`src/rtl/icache_victim_buffer.sv`:
```
// -----------------------------------------------------------------------------
// icache_victim_buffer
//
// Small fully-associative victim cache that sits beside the direct-mapped
// instruction cache. Lines the icache evicts on a refill are captured here;
// a fetch whose block address matches a resident entry is answered in the
// same cycle, so the icache can skip its memory request and the fetch stage
// can take the instruction word from vcache_data instead.
//
// Ports:
//   clock            system clock
//   reset            synchronous, active-high reset
//   victimen         icache is overwriting a line this cycle
//   victimidx        index of the evicted line
//   victim_tag       tag of the evicted line
//   victim_data      64-bit data of the evicted line
//   victim_valid     valid bit of the evicted line (invalid evictions ignored)
//   proc2Icache_addr fetch address; block address is bits [BLK_BITS+2:3]
//   vcachehit        a valid entry matches the fetch block address
//   vcache_data      data of the matching entry, 0 when there is no hit
//   vc_occupancy     number of valid entries
// -----------------------------------------------------------------------------
module icache_victim_buffer #(
    parameter int VC_LINES        = 4,
    parameter int CACHE_LINE_BITS = 5,
    parameter int BLK_BITS        = 13,
    parameter int XLEN            = 32
) (
    input  logic                                  clock,
    input  logic                                  reset,
    input  logic                                  victimen,
    input  logic [CACHE_LINE_BITS-1:0]            victimidx,
    input  logic [BLK_BITS-CACHE_LINE_BITS-1:0]   victim_tag,
    input  logic [63:0]                           victim_data,
    input  logic                                  victim_valid,
    input  logic [XLEN-1:0]                       proc2Icache_addr,
    output logic                                  vcachehit,
    output logic [63:0]                           vcache_data,
    output logic [$clog2(VC_LINES):0]             vc_occupancy
);

    localparam int AW = $clog2(VC_LINES);

    // Entry storage. Ages form a permutation of 0..VC_LINES-1 at all times;
    // age 0 is most recently used, age VC_LINES-1 is the replacement victim.
    logic                valid_reg [VC_LINES];
    logic [BLK_BITS-1:0] blk_reg   [VC_LINES];
    logic [63:0]         data_reg  [VC_LINES];
    logic [AW-1:0]       age_reg   [VC_LINES];
    logic [AW:0]         occupancy_reg;

    logic [BLK_BITS-1:0] lookup_key;
    logic [BLK_BITS-1:0] new_blk;
    logic                ins_en;

    logic [VC_LINES-1:0] hit_vec;
    logic [VC_LINES-1:0] match_vec;
    logic [VC_LINES-1:0] lru_vec;

    logic                hit_any;
    logic [AW-1:0]       hit_idx;
    logic [63:0]         data_mux;
    logic                match_any;
    logic [AW-1:0]       match_idx;
    logic                inval_any;
    logic [AW-1:0]       inval_idx;
    logic [AW-1:0]       lru_idx;
    logic [AW-1:0]       target_idx;
    logic                touch_en;
    logic [AW-1:0]       touch_idx;
    logic [AW-1:0]       touch_age;

    // Address bits outside the block-address field play no part here.
    logic unused_addr_bits;
    assign unused_addr_bits = ^{proc2Icache_addr[XLEN-1:BLK_BITS+3], proc2Icache_addr[2:0]};

    assign lookup_key = proc2Icache_addr[BLK_BITS+2:3];
    assign new_blk    = {victim_tag, victimidx};
    assign ins_en     = victimen && victim_valid;

    // Per-entry comparators.
    generate
        for (genvar gi = 0; gi < VC_LINES; gi++) begin : g_cmp
            assign hit_vec[gi]   = valid_reg[gi] && (blk_reg[gi] == lookup_key);
            assign match_vec[gi] = valid_reg[gi] && (blk_reg[gi] == new_blk);
            assign lru_vec[gi]   = (age_reg[gi] == AW'(VC_LINES - 1));
        end
    endgenerate

    assign hit_any = |hit_vec;

    // Encoders and the one-hot data mux. Inserts never create duplicate
    // blocks, so hit_vec and match_vec each have at most one bit set.
    always_comb begin
        hit_idx   = '0;
        data_mux  = '0;
        match_any = 1'b0;
        match_idx = '0;
        inval_any = 1'b0;
        inval_idx = '0;
        lru_idx   = '0;
        for (int i = 0; i < VC_LINES; i++) begin
            data_mux = data_mux | (data_reg[i] & {64{hit_vec[i]}});
            if (hit_vec[i]) begin
                hit_idx = AW'(i);
            end
            if (match_vec[i]) begin
                match_any = 1'b1;
                match_idx = AW'(i);
            end
            if (lru_vec[i]) begin
                lru_idx = AW'(i);
            end
        end
        // Scan downwards so the lowest-numbered invalid entry wins.
        for (int i = VC_LINES - 1; i >= 0; i--) begin
            if (!valid_reg[i]) begin
                inval_any = 1'b1;
                inval_idx = AW'(i);
            end
        end
    end

    // Insert target: existing copy first, then a free slot, then the LRU entry.
    always_comb begin
        if (match_any) begin
            target_idx = match_idx;
        end else if (inval_any) begin
            target_idx = inval_idx;
        end else begin
            target_idx = lru_idx;
        end
    end

    // An insert owns the recency update; a lookup hit only touches its entry
    // when no insert happens in the same cycle.
    assign touch_en  = ins_en || hit_any;
    assign touch_idx = ins_en ? target_idx : hit_idx;
    assign touch_age = age_reg[touch_idx];

    always_ff @(posedge clock) begin
        if (reset) begin
            for (int i = 0; i < VC_LINES; i++) begin
                valid_reg[i] <= 1'b0;
                blk_reg[i]   <= '0;
                data_reg[i]  <= '0;
                age_reg[i]   <= AW'(i);
            end
            occupancy_reg <= '0;
        end else begin
            if (ins_en) begin
                valid_reg[target_idx] <= 1'b1;
                blk_reg[target_idx]   <= new_blk;
                data_reg[target_idx]  <= victim_data;
                if (!match_any && inval_any) begin
                    occupancy_reg <= occupancy_reg + {{AW{1'b0}}, 1'b1};
                end
            end
            if (touch_en) begin
                for (int i = 0; i < VC_LINES; i++) begin
                    if (AW'(i) == touch_idx) begin
                        age_reg[i] <= '0;
                    end else if (age_reg[i] < touch_age) begin
                        age_reg[i] <= age_reg[i] + AW'(1);
                    end
                end
            end
        end
    end

    assign vcachehit    = hit_any;
    assign vcache_data  = data_mux;
    assign vc_occupancy = occupancy_reg;

endmodule
```
`config.mk`:
```
export PLATFORM = sky130hd
export DESIGN_NAME = icache_victim_buffer
export DESIGN_NICKNAME = d
export VERILOG_FILES = /design/src/rtl/icache_victim_buffer.sv
export SDC_FILE = /design/constraint.sdc
export NUM_CORES = 1
export LEC_CHECK = 0
export ABC_AREA = 1
export BUFFER_PORTS_ARGS = -buffer_cell sky130_fd_sc_hd__buf_2
export CAP_MARGIN = 25
export CORE_MARGIN = 2
export CORE_UTILIZATION = 25
export CTS_BUF_LIST = sky130_fd_sc_hd__clkbuf_8
export DETAILED_ROUTE_END_ITERATION = 12
export SETUP_SLACK_MARGIN = 0.4
export SLEW_MARGIN = 20
export SYNTH_ARGS = -nofsm -noshare
export SYNTH_HDL_FRONTEND = slang
export SYNTH_SLANG_ARGS = --single-unit
```
`constraint.sdc`:
```
create_clock -name clock -period 8.7 [get_ports clock]
set_input_delay 2.175 -clock clock [delete_from_list [all_inputs] [get_ports clock]]
set_output_delay 2.175 -clock clock [all_outputs]
set_load 0.01 [all_outputs]
```
Yosys cells after proc, flatten, opt, wreduce, memory -nomap -nowiden
Memory sizes are Yosys's and may differ from the RTL's.
Index checks and enable logic that the tools add are counted.

storage, ports and cells
  register bits = 3
  bits in writable memories = 320
  bits of input ports = 113
  output and inout port bits = 68
  logic and storage cells = 143
  memories = 4

cells by class
  $add $sub $neg = 5
  magnitude comparators = 4
  eq/ne operators = 14
  multiplexer cells = 82
  bitwise operators = 15
  reductions and logical operators = 18

memories
  name       words  width  read ports  clocked after memory_dff  wr ports  line  text
  data_reg   4      64     4           0                         4         48    logic [63:0] data_reg [VC_LINES];
  blk_reg    4      13     4           0                         4         47    logic [BLK_BITS-1:0] blk_reg [VC_LINES];
  age_reg    4      2      5           0                         4         49    logic [AW-1:0] age_reg [VC_LINES];
  valid_reg  4      1      4           0                         4         46    logic valid_reg [VC_LINES];

operators by type and width
  kind                   number
  $and A64 B64 Y64       4
  $or A64 B64 Y64        3
  $eq A13 B13 Y1         8
  $mux W64               1
  $reduce_or A64 Y1      1
  $mux W1                56
  $mux W2                24
  $mux W13               1
  $reduce_or A13 Y1      1
  $logic_and A1 B1 Y1    10
  $add A2 B1 Y2 const B  4
  $lt A2 B2 Y1           4
  $or A1 B1 Y1           8
  $eq A2 B2 Y1 const B   3
  $eq A2 B2 Y1 const A   2
  $reduce_or A4 Y1       1
  $add A3 B1 Y3 const B  1
  $eq A1 B2 Y1 const A   1
  $logic_not A2 Y1       1
  $reduce_and A2 Y1      1
  $logic_not A1 Y1       1
  $logic_or A1 B1 Y1     1
  $reduce_or A1 Y1       1

Depth between registers and ports, before layout
Gate-level depths: netlist of the first run.
An unclocked memory read counts as a cell.

  depth after elaboration = 17
  mapped depth = 21
  gate-level depth less buffers = 21

Worst setup path before layout of the first run
Ideal clock, no wire load.

  path type = input port to flip-flop
  start point = in victim_tag[2]
  end point = mem blk_reg[3][0] (enable)
  library setup time = 630 ps
  arrival time = 8731 ps
  data required time = 8070 ps
  path slack = -662 ps
  stages on the path = 13
  buffers on the path = 0
  path through = inv_2 nand2_1 nand2_1 nor2_1 nand2_1 nor2_1 nand2_1 nand2_1 nor2_1 nand2_1 nand2_2 nor2_4 a211oi_1

RTL lines
  what         line  text
  from (decl)  33    input logic [BLK_BITS-CACHE_LINE_BITS-1:0] victim_tag,
  to (decl)    47

Final worst setup path of the first run
  start point = in proc2Icache_addr[4]
  end point = out vcache_data[34]

on the way
  word-level cells in the longest chain between the ends = 6
  elaborated cells between the ends (all ways) = 15
  those cells by class = eq/ne: 4; bitwise: 7; reduce/logical: 4

RTL lines
  what                           line  text
  from (decl)                    36    input logic [XLEN-1:0] proc2Icache_addr,
  $eq A13 B13 Y1                 84    assign hit_vec[gi] = valid_reg[gi] && (blk_reg[gi] == lookup_key);
  $logic_and A1 B1 Y1            84
  $and A64 B64 Y64               103   data_mux = data_mux | (data_reg[i] & {64{hit_vec[i]}});
  $or A64 B64 Y64 (2 in series)  103
  $or A64 B64 Y64 *              103
  to (decl)                      38    output logic [63:0] vcache_data,

Every way passes the cells marked *; elsewhere a longest branch is shown, timed or not.

==> results of run 1 <==
-- per-layer routing --
layer,track usage,share of wire,vias to the layer above
met5,0,0.00046,-
met4,0.0417,0.020,4
met3,0.0437,0.079,79
met2,0.269,0.46,446
met1,0.214,0.44,6396
li1,-,-,6202
-- synthesized netlist by cell type (all sizes together) --
cell type / number / area (um^2)
a211oi: 1 / 7.51
a21oi: 6 / 33.8
buf: 25 / 158
clkbuf: 52 / 198
clkinv: 1 / 3.75
dfxtp: 3 / 60.1
edfxtp: 320 / 9610
ha: 4 / 50.1
inv: 181 / 679
nand2: 433 / 1670
nand3: 173 / 876
nand3b: 2 / 15.0
nand4: 83 / 519
nor2: 412 / 1620
nor3: 13 / 65.1
nor3b: 1 / 7.51
nor4: 4 / 25.0
o2111ai: 5 / 43.8
o211ai: 6 / 45.0
o21ai: 16 / 83.8
o22ai: 10 / 62.6
o31ai: 1 / 7.51
xnor2: 6 / 52.6
xor2: 7 / 61.3
-- logic make-up after synthesis --
group,count (synthesis)
flip-flops,323
AND/OR/NAND/NOR,1121
AO/OA/AOI/OAI,45
buffers and inverters,259
XOR/XNOR,13
adder cells (fa/ha/maj),4
-- report_power, final --
part	leakage [nW]	total, W	switching, W	internal [W]
sequential	3.33	0.00185	0.0000357	0.00181
clock	0.615	0.00140	0.000660	0.000744
combinational	4.13	0.000306	0.000231	0.0000748
-- layout by cell type, fill, tap and decap left out, drive strengths merged, types with 2 or more instances in the layout --
master,count
clkbuf,58
edfxtp,320
xnor2,6
nand2,433
inv,192
buf,180
o21ai,16
clkinv,32
o2111ai,5
xor2,7
nor2,412
bufinv,4
o22ai,10
a21oi,6
o211ai,6
nor4,4
nand4,83
nand3,173
clkinvlp,4
diode,3
nor3,13
dfxtp,3
nand3b,2
ha,4
-- per-stage QoR --
| stage | instances | worst slack [ns] |
|---|---|---|
| finish | 2825 | 1.64 |
| global route | 2823 | 1.41 |
| CTS | 2822 | 1.61 |
| detailed placement | 2714 | 1.63 |
| global placement | 2714 | 1.64 |
| floorplan | 1765 | 2.07 |
-- worst paths after layout --
kind	from	endpoint	slack [ns]	cells past startpoint
min	vc_occupancy[2]$_SDFFE_PP0P_	vc_occupancy[2]$_SDFFE_PP0P_	0.48	2
max	proc2Icache_addr[4]	vcache_data[34]	1.64	12
min reg2reg	vc_occupancy[2]$_SDFFE_PP0P_	vc_occupancy[2]$_SDFFE_PP0P_	0.48	2
max reg2reg	valid_reg[3]$_DFFE_PP_	data_reg[2][9]$_SDFFCE_PN0P_	4.43	15
-- worst reg2reg max path: cells and delay by family, from the launching register on --
family                 cells  cell delay (ns)
buffers and inverters      3             1.27
flip-flops                 1             0.65
AND/OR/NAND/NOR           12             1.93
-- area by class of cell --
class / count / area [um^2] / share of cell area
Timing Repair Buffer: 180 / 986 / 0.0523
Sequential cell: 323 / 9670 / 0.513
Inverter: 182 / 687 / 0.0365
Antenna cell: 3 / 7.51 / 0.000398
Multi-Input combinational cell: 1183 / 5300 / 0.281
Clock inverter: 50 / 335 / 0.0178
Clock buffer: 58 / 798 / 0.0424
Tap cell: 846 / 1060 / 0.0562
==> impl_metrics.toml, run 1 <==
[routing]
wl_per_cell_um = 19.4
routed-via-count = 13127
vias_per_cell = 4.65
ant_nets = 0
wl_mm = 54.7
firstDrtPassIters = 5
drc_errors = 0
drt_iter0_markers = 996

[synthesis]
synth_compound_area_frac = 0.0178
synth_mux_area_frac = 0
synth.avg_cell_area_um2 = 9.04
synth_top_family_by_area = "simple AND/OR/NAND/NOR gates"
yosys.area_share.simple = 0.300
yosysUniqueCellTypes = 35
synth_warnings = 0
synth_seq_area_share = 0.606
syn_area_um2 = 15900
synth-seq-cells = 323
yosys.area_share.adder = 0.00314
netlist_instances = 1765
synth_nets = 1882
synthXorXnorAreaFrac = 0.00714

[layout]
final.fill_count = 6732
nets = 2044
largest_register_ff_count = 256
final_area_um2 = 18800
fin_util = 0.299
final_layout_size_suffix_gt1_frac = 0.168
area_delta_synth_final_pct = 18.1

[sta]
setup_violations = 0
fin_crit_sh = 0.812
clock.fmax_mhz = 142
final_hold_viol_count = 0
slew_viol_final = 0
worst_pin_slew_ns = 0.992
rsz0062_at_grt = "no"
fin_worst_skew_ns = 0.0412
tns_ns = 0
hold_slack_ns = 0.478
period_minus_slack_ns = 7.06
relSlewSlack = 0.337

[setup_path]
start_kind = "input port"
path_class = "in2out"
crit_slowest_cell = "clkinv_2"
setup.worst_path.end_class = "output port"
cp_num_buf_inv = 5
crit_family = "buffers and inverters"
slowest_delay_ns = 0.76
worstPathRequired_ns = 6.53
critPathArrivalTime_ns = 4.89
cp_max_fo = 43
crit_chain = "buf_2 > inv_1 > nor2_1 > nor3_1 > nand4_1 > nor2_1 > nand2_1 > clkinv_2 > buf_4 > nand2_1 > nand4_1 > buf_2"

[floorplan]
std_cell_rows = 92
io_pins = 181
die_w_um = 257
die_h_um = 257
start_util = 0.253
design.die.area_um2 = 65800
core_um2 = 63100

[grt]
grt_pass1_vias = 13425
grt_max_degree = 66
grt_first_pass_wirelength_mm = 81.8
track_usage = 0.164
grt_overflow_total = 0
antenna_found_initial = 3

[hold_path]
hp-class = "reg2reg"

[clock_tree]
clk_path_buf_depth = 3
cts_tree = "built"
clk_pin_slew_ns = 0.05
clock_latency_ns = 0.65
hold_buffers = 0
clock-sinks = 323
postCtsResizedCells = 0
cts-root-buf = "clkbuf_8"
h-tree-depth = 2
post_cts_buffers = 0
cts_buffers = 57

[pwr]
p_leak_nw = 8.07
total_power_w = 0.00356
ir_drop_mv = 0.150
p_per_area_nw_per_um2 = 189

[status]
status = "completed"

[place]
dpl_cell_area_um2 = 17700
portBuffers = 161
dp_hpwl_mm = 34.8
gp_congestion = 0.887

[run]
maxCapViolCount = 0
No activity file was read; power rests on OpenSTA's default activity.
==> run 2, diff against run 1 <==
Clock period 8.7 ns to 6.25 ns, I/O delays scaled along.
==> run 2 against run 1 <==
  * Die area did not move
  * Sequential share of layout area fell by 0.23 points
  * Register-to-register slack got worse by 1.8 ns
  * Clock power rose by 41%
  * Critical endpoint unchanged
  * Largest power group unchanged
==> impl_metrics.toml, run 2 (same netlist as run 1, synthesis figures left out) <==
[status]
status = "completed"

[setup_path]
worstPathRequired_ns = 4.69
start_kind = "input port"
crit_top_cell = "nand2_1"
critPathArrivalTime_ns = 3.87
path_class = "in2out"
slowest_delay_ns = 0.36
crit_chain = "buf_2 > inv_1 > nand2_1 > o21ai_0 > nor3b_1 > nand2_1 > nor2_1 > nand2_1 > inv_2 > buf_12 > nand2_1 > nand4_1 > buf_2"
crit_slowest_cell = "buf_12"
setup.worst_path.end_class = "output port"
cp_max_fo = 56

[run]
maxCapViolCount = 0

[floorplan]
std_cell_rows = 92
design.die.area_um2 = 65800
core_um2 = 63100
io_pins = 181
start_util = 0.253
die_h_um = 257
die_w_um = 257

[grt]
grt_max_degree = 66
grt_overflow_total = 0
grt_pass1_vias = 13189
grt_first_pass_wirelength_mm = 78.8
antenna_found_initial = 5
track_usage = 0.157

[layout]
largest_register_ff_count = 256
nets = 2045
area_delta_synth_final_pct = 18.7
final_cell_mix = "nand2_1 (416), nor2_1 (386), edfxtp_1 (320), inv_1 (178), nand3_1 (171)"
final_layout_size_suffix_gt1_frac = 0.169
final_common_cell = "nand2_1"

[routing]
vias_per_cell = 4.65
wl_per_cell_um = 18.7
wl_mm = 52.8
firstDrtPassIters = 6
routed-via-count = 13133
ant_nets = 0
drc_errors = 0
drt_iter0_markers = 1089

[sta]
final_hold_viol_count = 0
fin_worst_skew_ns = 0.0223
rsz0062_at_grt = "no"
setup_violations = 0
slew_viol_final = 0
hold_slack_ns = 0.461
worst_pin_slew_ns = 0.992
period_minus_slack_ns = 5.43
tns_ns = 0
relSlewSlack = 0.339
fin_crit_sh = 0.868
clock.fmax_mhz = 184

[clock_tree]
h-tree-depth = 2
cts_buffers = 58
post_cts_buffers = 0
clock-sinks = 323
cts_tree = "built"
postCtsResizedCells = 0
hold_buffers = 0
clk_pin_slew_ns = 0.05
cts-root-buf = "clkbuf_8"
clk_path_buf_depth = 3
clock_latency_ns = 0.65

[pwr]
ir_drop_mv = 0.144
p_per_area_nw_per_um2 = 263
p_leak_nw = 8.12

[place]
portBuffers = 161
dp_hpwl_mm = 32.3
gp_congestion = 0.944

[hold_path]
hp-class = "reg2reg"
-- run 2: changes by cell type in the layout (fill, tap and decap cells not counted) --
cell | before | now
inv_1 | 170 | 178
clkinv_2 | 11 | 8
inv_6 | 0 | 1
inv_12 | 0 | 1
diode_2 | 3 | 2
inv_2 | 22 | 24
clkinv_4 | 1 | 0
clkinv_1 | 19 | 9
buf_12 | 3 | 10
clkinv_8 | 1 | 0
clkinvlp_4 | 4 | 6
buf_4 | 16 | 9
-- run 2: worst paths after layout --
kind,start,end,slack [ns],cells past startpoint
worst max-delay path,proc2Icache_addr[10],vcache_data[34],0.82,13
worst min-delay path,vc_occupancy[2]$_SDFFE_PP0P_,vc_occupancy[2]$_SDFFE_PP0P_,0.46,2
worst max register to register,valid_reg[3]$_DFFE_PP_,data_reg[2][61]$_SDFFCE_PN0P_,2.61,15
worst min register to register,vc_occupancy[2]$_SDFFE_PP0P_,vc_occupancy[2]$_SDFFE_PP0P_,0.46,2
-- run 2: cell type report --
cell class                 count  area [um^2]
sequential                   323         9670
antenna                        2         5.00
inverter                     182          684
multi-input combinational   1183         5300
clock inverter                49          338
tap                          846         1060
fill                        6769        44200
timing repair buffer         180         1070
clock buffer                  58          798
-- run 2: critical path: cells and delay by family --
family | cells | cell delay (ns)
buf+inv | 5 | 1.17
simple gates | 7 | 1.00
compound gates | 1 | 0.09
-- run 2: stage by stage --
step | instance area, um^2 | setup WS, ns | utilization | std cells | power [W]
2_1_floorplan | 16000 | 1.20 | - | 1765 | 0.00286
4_1_cts | 18900 | 0.836 | 0.300 | 2821 | 0.00504
5_1_grt | 18900 | 0.652 | 0.300 | 2821 | 0.00518
6_report | 18900 | 0.822 | 0.300 | 2823 | 0.00497
3_5_place_dp | 17800 | 0.848 | 0.282 | 2714 | 0.00304
3_3_place_gp | 17800 | 0.870 | 0.282 | 2714 | 0.00303
-- run 2: power breakdown --
part / leakage (nW) / total [W] / internal [W] / switching [W]
registers: 3.33 / 0.00257 / 0.00252 / 0.0000504
clock network: 0.640 / 0.00198 / 0.00104 / 0.000937
logic: 4.16 / 0.000419 / 0.000108 / 0.000312
total: 8.12 / 0.00497 / 0.00367 / 0.00130
-- run 2: routing by layer --
| layer | vias to the layer above | track usage | share of wire |
|---|---|---|---|
| li1 | 6195 | - | - |
| met1 | 6355 | 0.202 | 0.42 |
| met2 | 482 | 0.257 | 0.47 |
| met3 | 93 | 0.0452 | 0.088 |
| met4 | 8 | 0.0444 | 0.022 |
| met5 | - | 0 | 0.00097 |
==> run 3, diff against run 2 <==
Clock period 6.25 ns to 4.5 ns, I/O delays scaled along.
==> run 3 against run 2 <==
  * Utilization rose by 1.8 points
  * Sequential power increased by 39%
  * Largest power group unchanged
  * Sequential share of layout area fell by 2.9 points
  * Worst hold slack got worse by 0.00073 ns
  * Cell area is 6.0% higher
==> impl_metrics.toml, run 3 (same netlist as run 1, synthesis figures left out) <==
[clock_tree]
hold_buffers = 0
cts-root-buf = "clkbuf_8"
cts_tree = "built"
cts_buffers = 59
clock-sinks = 323
clk_path_buf_depth = 3
clk_pin_slew_ns = 0.06
h-tree-depth = 2
clock_latency_ns = 0.67

[grt]
use_met1 = 0.211
grtUsageMet3 = 0.0391
antenna_found_initial = 3
grt.busiest_layer = "met2"
track_usage = 0.163
grt_max_degree = 79
grt_overflow_total = 0
grt_first_pass_wirelength_mm = 81.6
use_met2 = 0.265
grt_pass1_vias = 13717

[status]
status = "completed"

[setup_path]
start_kind = "input port"
setup.worst_path.end_class = "output port"
slowest_delay_ns = 0.22
crit_chain = "buf_2 > inv_4 > nor2_1 > nor3_1 > nand4_1 > nor2_2 > nand2_2 > inv_4 > buf_12 > buf_4 > buf_16 > nand2_1 > nand4_1 > buf_2"
critPathArrivalTime_ns = 2.94
cp_max_fo = 12
path_class = "in2out"
crit_slowest_cell = "nor3_1"
worstPathRequired_ns = 3.38

[layout]
final_cell_mix = "nand2_1 (390), nor2_1 (385), edfxtp_1 (320), nand3_1 (171), inv_1 (165)"
stdcell_count = 2873
area_delta_synth_final_pct = 25.8
nets = 2097
final_area_um2 = 20100
multi_input_area_um2 = 5430
final.fill_count = 6611
final_common_cell = "nand2_1"
seqCellArea_um2 = 9670
insertedDiodeCount = 0
final_layout_size_suffix_gt1_frac = 0.213
largest_register_ff_count = 256

[floorplan]
io_pins = 181
die_h_um = 257
std_cell_rows = 92
core_um2 = 63100
die_w_um = 257
start_util = 0.253
design.die.area_um2 = 65800

[routing]
drt_iter0_markers = 1316
wl_mm = 54.5
routed-via-count = 13469
drc_errors = 0
ant_nets = 0
vias_per_cell = 4.69
wl_per_cell_um = 19.0
firstDrtPassIters = 7

[sta]
clock.fmax_mhz = 246
final_hold_viol_count = 0
relSlewSlack = 0.427
fin_worst_skew_ns = 0.0465
rsz0062_at_grt = "yes"
setup_violations = 0
worst_pin_slew_ns = 0.859
slew_viol_final = 0
tns_ns = 0
setup_ws_ns = 0.439
period_minus_slack_ns = 4.06
fin_crit_sh = 0.902

[pwr]
p_per_area_nw_per_um2 = 349
total_power_w = 0.00701
p_leak_nw = 8.60
ir_drop_mv = 0.198

[hold_path]
hp-class = "reg2reg"

[place]
dp.cells = 2738
dp_hpwl_mm = 33.5
dp_slack_ns = 0.128
gp_congestion = 0.932
portBuffers = 161
dpl_cell_area_um2 = 18300

[run]
maxCapViolCount = 0
-- run 3: cell count changes in the layout (fill, tap and decap cells not counted), sizes merged --
cell / previous run / this run
clkinvlp: 6 / 5
clkinv: 17 / 26
diode: 2 / 0
inv: 204 / 196
bufbuf: 0 / 5
buf: 180 / 221
clkbuf: 58 / 64
-- run 3: area by class of cell --
cell class,count,area share
Multi-Input combinational cell,1183,0.271
Clock buffer,59,0.0405
Clock inverter,49,0.0176
Timing Repair Buffer,231,0.0953
Sequential cell,323,0.482
Tap cell,846,0.0528
Inverter,182,0.0415
-- run 3: layer usage --
metal	vias up	wire length (um)
met5	-	27
li1	6322	-
met4	4	1540
met3	108	4680
met2	544	25400
met1	6491	22800
-- run 3: timing repair --
action                                 CTS  global route
gates resized for setup                 27            21
setup endpoints to repair               65            64
endpoints found under the hold margin    0             0
setup buffers                           10             7
cloned                                   6             4
pin swaps                                8            13
-- run 3: where the power goes --
| part | switching, W | internal, W | total, W |
|---|---|---|---|
| clock network | 0.00133 | 0.00147 | 0.00280 |
| registers | 0.0000735 | 0.00350 | 0.00358 |
| logic | 0.000457 | 0.000180 | 0.000637 |
-- run 3: worst paths after layout --
kind	startpoint	to	slack [ns]	cells past startpoint
worst min-delay path	vc_occupancy[2]$_SDFFE_PP0P_	vc_occupancy[2]$_SDFFE_PP0P_	0.46	2
worst max-delay path	proc2Icache_addr[4]	vcache_data[7]	0.44	14
worst max register to register	blk_reg[0][6]$_SDFFCE_PN0P_	data_reg[1][39]$_SDFFCE_PN0P_	1.54	15
worst min register to register	vc_occupancy[2]$_SDFFE_PP0P_	vc_occupancy[2]$_SDFFE_PP0P_	0.46	2
-- run 3: stage by stage --
stage,hold WS [ns],utilization
finish,0.461,0.318
global placement,0.456,0.290
global route,0.487,0.318
detailed placement,0.453,0.290
floorplan,0.485,-
CTS,0.462,0.314
-- run 3: worst max-delay path, delay by kind of cell --
| kind | cells | cell delay [ns] |
|---|---|---|
| simple gates | 7 | 0.82 |
| buf+inv | 7 | 0.96 |
